`config.mk`:
```
export PLATFORM = sky130hd
export DESIGN_NAME = uart_tx_flag
export DESIGN_NICKNAME = d
export VERILOG_FILES = /design/src/rtl/uart_pkg.sv /design/src/rtl/uart_tx_flag.sv
export SDC_FILE = /design/constraint.sdc
export NUM_CORES = 1
export LEC_CHECK = 0
export BUFFER_PORTS_ARGS = -buffer_cell sky130_fd_sc_hd__buf_2
export CELL_PAD_IN_SITES_DETAIL_PLACEMENT = 0
export CELL_PAD_IN_SITES_GLOBAL_PLACEMENT = 1
export CORE_ASPECT_RATIO = 0.6
export CORE_UTILIZATION = 43
export DETAILED_ROUTE_END_ITERATION = 8
export PLACE_DENSITY = 0.81
export SETUP_SLACK_MARGIN = 0.02
export SYNTH_ARGS = -nofsm -noshare
export SYNTH_HDL_FRONTEND = slang
export SYNTH_SLANG_ARGS = --single-unit
```
`constraint.sdc`:
```
create_clock -name clk -period 1.96 [get_ports clk]
set_input_delay 0.196 -clock clk [delete_from_list [all_inputs] [get_ports clk]]
set_output_delay 0.196 -clock clk [all_outputs]
set_load 0.05 [all_outputs]
```
`src/rtl/uart_pkg.sv`:
```
// Shared UART definitions: tx FSM state type, oversample ratio and frame defaults.
// UART_TX_PARITY_EN adds the PARITY state to the enumeration.
package uart_pkg;

   localparam int OVERSAMPLE  = 16;
   localparam int DBIT_DEF    = 6;
   localparam int SB_TICK_DEF = 16;

   typedef enum logic [2:0] {
      IDLE,
      START,
      DATA,
`ifdef UART_TX_PARITY_EN
      PARITY,
`endif
      STOP
   } tx_state_t;

endpackage

```
`src/rtl/uart_tx_flag.sv`:
```
// UART transmitter fed by a one-word flag buffer; 16x oversampled via s_tick.
// Define UART_TX_PARITY_EN to insert an even-parity bit between DATA and STOP.
module uart_tx_flag
   import uart_pkg::*;
#(
   parameter int DBIT    = DBIT_DEF,
   parameter int SB_TICK = SB_TICK_DEF
) (
   input  logic            clk,
   input  logic            reset,
   input  logic            s_tick,
   input  logic            tx_flag,
   input  logic [DBIT-1:0] tx_din,
   output logic            tx_clr_flag,
   output logic            tx_busy,
   output logic            tx_done_tick,
   output logic            tx
);

   localparam int NBW = (DBIT > 1) ? $clog2(DBIT) : 1;
   localparam logic [3:0]     TICK_LAST = 4'(OVERSAMPLE - 1);
   localparam logic [3:0]     STOP_LAST = 4'(SB_TICK - 1);
   localparam logic [NBW-1:0] BIT_LAST  = NBW'(DBIT - 1);

   tx_state_t       state;
   logic [3:0]      s_reg;
   logic [NBW-1:0]  n_reg;
   logic [DBIT-1:0] b_reg;
   logic [DBIT-1:0] b_next;
`ifdef UART_TX_PARITY_EN
   logic            par_bit;
`endif

   assign b_next = b_reg >> 1;

   always_ff @(posedge clk or posedge reset) begin
      if (reset) begin
         state        <= IDLE;
         s_reg        <= '0;
         n_reg        <= '0;
         b_reg        <= '0;
         tx           <= 1'b1;
         tx_busy      <= 1'b0;
         tx_clr_flag  <= 1'b0;
         tx_done_tick <= 1'b0;
`ifdef UART_TX_PARITY_EN
         par_bit      <= 1'b0;
`endif
      end else begin
         tx_clr_flag  <= 1'b0;
         tx_done_tick <= 1'b0;
         case (state)
            IDLE: begin
               tx <= 1'b1;
               // The done-tick cycle is never an accepting cycle, so frames are
               // always separated by a full idle cycle.
               if (tx_flag && !tx_done_tick) begin
                  b_reg       <= tx_din;
                  s_reg       <= '0;
                  n_reg       <= '0;
                  state       <= START;
                  tx          <= 1'b0;
                  tx_busy     <= 1'b1;
                  tx_clr_flag <= 1'b1;
`ifdef UART_TX_PARITY_EN
                  par_bit     <= ^tx_din;
`endif
               end
            end
            START: begin
               if (s_tick) begin
                  if (s_reg == TICK_LAST) begin
                     s_reg <= '0;
                     state <= DATA;
                     tx    <= b_reg[0];
                  end else begin
                     s_reg <= s_reg + 4'd1;
                  end
               end
            end
            DATA: begin
               if (s_tick) begin
                  if (s_reg == TICK_LAST) begin
                     s_reg <= '0;
                     b_reg <= b_next;
                     if (n_reg == BIT_LAST) begin
`ifdef UART_TX_PARITY_EN
                        state <= PARITY;
                        tx    <= par_bit;
`else
                        state <= STOP;
                        tx    <= 1'b1;
`endif
                     end else begin
                        n_reg <= n_reg + NBW'(1);
                        tx    <= b_next[0];
                     end
                  end else begin
                     s_reg <= s_reg + 4'd1;
                  end
               end
            end
`ifdef UART_TX_PARITY_EN
            PARITY: begin
               if (s_tick) begin
                  if (s_reg == TICK_LAST) begin
                     s_reg <= '0;
                     state <= STOP;
                     tx    <= 1'b1;
                  end else begin
                     s_reg <= s_reg + 4'd1;
                  end
               end
            end
`endif
            STOP: begin
               if (s_tick) begin
                  if (s_reg == STOP_LAST) begin
                     s_reg        <= '0;
                     state        <= IDLE;
                     tx_busy      <= 1'b0;
                     tx_done_tick <= 1'b1;
                  end else begin
                     s_reg <= s_reg + 4'd1;
                  end
               end
            end
            default: begin
               state   <= IDLE;
               tx      <= 1'b1;
               tx_busy <= 1'b0;
            end
         endcase
      end
   end

endmodule
```
==> impl_metrics.ini <==
[setup_path]
critical-path-top-delay-family = flip-flops
cp_max_fo = 18
worstPathCellList = inv_1 > ha_1 > buf_4 > o21a_1 > nand3b_1 > mux2_2
critical_path_buf_inv_count = 2
crit_slowest_cell = dfrtp_1
worstPathRequired_ps = 2100
start_kind = register
critPathCaptureType = register
critical_path_class = register to register
crit_arrival_ps = 1950
critPathMaxStageDelay_ps = 410

[power]
max-vdd-ir-drop_v = 0.000907
p_leak_nw = 0.611
powerDensity_nw_per_um2 = 1610

[drt]
drt_iter0_markers = 48
wl_per_cell_um = 14.9
vias = 915
viasPerCell = 5.61
drc = 0
wl_mm = 2.43
antenna_left = 0
firstDrtPassIters = 4

[timing]
setup_ws_ps = 150
relSlewSlack_pct = 49.6
worstMarginPinSlew_ps = 755
fin_crit_sh_pct = 92.3
min_period_ps = 1810
setup_viol = 0
fmax_mhz = 553
tns_ps = 0
grt_setup_unrepaired = true
final.setup_skew_ps = 9.66
hold_violations = 0
finalMaxSlewViolations = 0

[clock_network]
cts_num_sinks = 19
htree_levels = 1
cts_tree = done
clk_pin_slew_ps = 80
cts_made_buffers = 3
clk_latency_ps = 260
clock-root-buffer = clkbuf_8
clk_path_buf_depth = 2
ctsHoldBuffers = 0

[global_routing]
grt-ovfl-total = 0
grt_pass1_wl_mm = 3.94
grt_pass1_vias = 844
antenna_found_initial = 0
track_usage_pct = 20.6
grt_start_max_net_pins = 20

[synthesis]
async_flop_share_pct = 100
syn_inst = 114
yosysUniqueCellTypes = 36
yosys_warnings = 0
synthTopCellsByCount = 18 x dfrtp_1, 10 x nor2_1, 8 x ha_1
synth_seq_cells = 19
synth_area_per_cell_um2 = 9.74
yosysTopAreaCellShare_pct = 40.6
synth_edf_count = 0
ys_top_cells_by_area = dfrtp_1 41%, ha_1 9.0%, o2bb2ai_1 3.9%, nor2_1 3.4%, a21oi_1 3.2%
synth.most_common_cell = dfrtp_1
yosysSeqAreaShare_pct = 43.0
syn_area_um2 = 1110
synth_largest_area_cell = dfrtp_1
yosys_most_used_dff = dfrtp_1
syn_nets = 132

[die]
placementRows = 13
initial_core_util_pct = 48.4
die_w_um = 67.6
coreArea_um2 = 2290
dieArea_um2 = 2790
pin_count = 14
die-height_um = 41.4

[layout]
nets = 152
largest_register_ffs = 6
syn2layout_area_growth_pct = 16.2
diodes = 0
final_layout_size_suffix_gt1_share_pct = 23.3

[hold_path]
hp-class = primary input to async pin

[placed_design]
io_buffers = 13
hpwl_mm = 1.77
detailedPlace.worstSlack_ps = 80.0
gp_congestion = 0.747

[job]
drv_cap = 0

[run_status]
status = complete, no violations
## area by class of cell
cell class,count,area [um2]
Fill cell,216,1000
Multi-Input combinational cell,83,586
Sequential cell,19,477
Timing Repair Buffer,20,118
Clock buffer,3,41.3
Tap cell,30,37.5
Inverter,7,26.3
Clock inverter,1,5.00
## per-layer routing
| layer | global-route usage (%) | up-vias | share of wire, % |
|---|---|---|---|
| li1 | - | 458 | - |
| met1 | 28.3 | 438 | 54 |
| met2 | 31.7 | 17 | 40 |
| met3 | 6.52 | 2 | 4.4 |
| met4 | 4.79 | 0 | 0.78 |
| met5 | 0 | - | 0 |
## power by group
group / switching, mW / internal (mW) / leakage (nW)
logic: 0.614 / 0.499 / 0.349
registers: 0.132 / 0.556 / 0.237
clock network: 0.140 / 0.142 / 0.0255
## layout by cell type (no fill, tap or decap), drive strengths merged
master / instances
mux2i: 2
nor2b: 3
clkbuf: 3
clkinv: 1
a222oi: 1
a31oi: 2
and3: 4
nand4b: 1
nor3: 2
a22o: 1
a21oi: 8
dfstp: 1
inv: 7
o22ai: 5
nand4: 1
or3: 1
o21a: 1
a22oi: 1
nand3: 3
o21ai: 2
or4b: 1
a221o: 1
mux2: 3
ha: 8
buf: 20
o31ai: 2
a32o: 1
o2bb2ai: 5
nand2: 7
nor2: 10
nand3b: 2
a211oi: 2
dfrtp: 18
a21o: 1
nand2b: 2
## worst reg2reg max path: cells and delay by family (launching register included)
kind / cells / cell delay (ps)
simple gates: 1 / 160
fa+ha+maj: 1 / 210
buf+inv: 2 / 360
mux: 1 / 350
compound gates: 1 / 190
flops: 1 / 410
## worst paths after layout
check | to | cells past startpoint | slack [ps] | from
min in group clk | b_reg[5] | 2 | 150 | tx_din[5]
min reg2reg | tx | 2 | 500 | tx
max reg2reg | state[1] | 6 | 150 | state[0]
max | state[1] | 6 | 150 | state[0]
min | s_reg[3] | 2 | 50 | reset
max in group asynchronous | n_reg[0] | 2 | 1420 | reset
## stage by stage
step	cells	instance area (um2)	total power, mW	util (%)	hold WS, ps
after floorplan	114	1110	1.50	-	146
after global placement	159	1240	1.76	53.9	358
after detailed placement	159	1240	1.79	53.9	380
after CTS	163	1280	2.09	55.9	89.1
after global routing	163	1290	2.28	56.2	147
final	163	1290	2.08	56.2	51.8
## repair_timing
item	4_1_cts	5_1_grt
gates resized for setup	0	2
buffers inserted	0	0
hold endpoints to repair	0	0
endpoints found under the setup margin	0	8
## cells by family after synthesis
kind of cell / after synthesis / share of synthesized area [%]
compound gates: 33 / 21.0
flops: 19 / 43.0
fa+ha+maj: 8 / 9.02
mux: 5 / 4.85
simple gates: 37 / 17.2
buf+inv: 12 / 4.96
(Power assumes the default switching activity.)
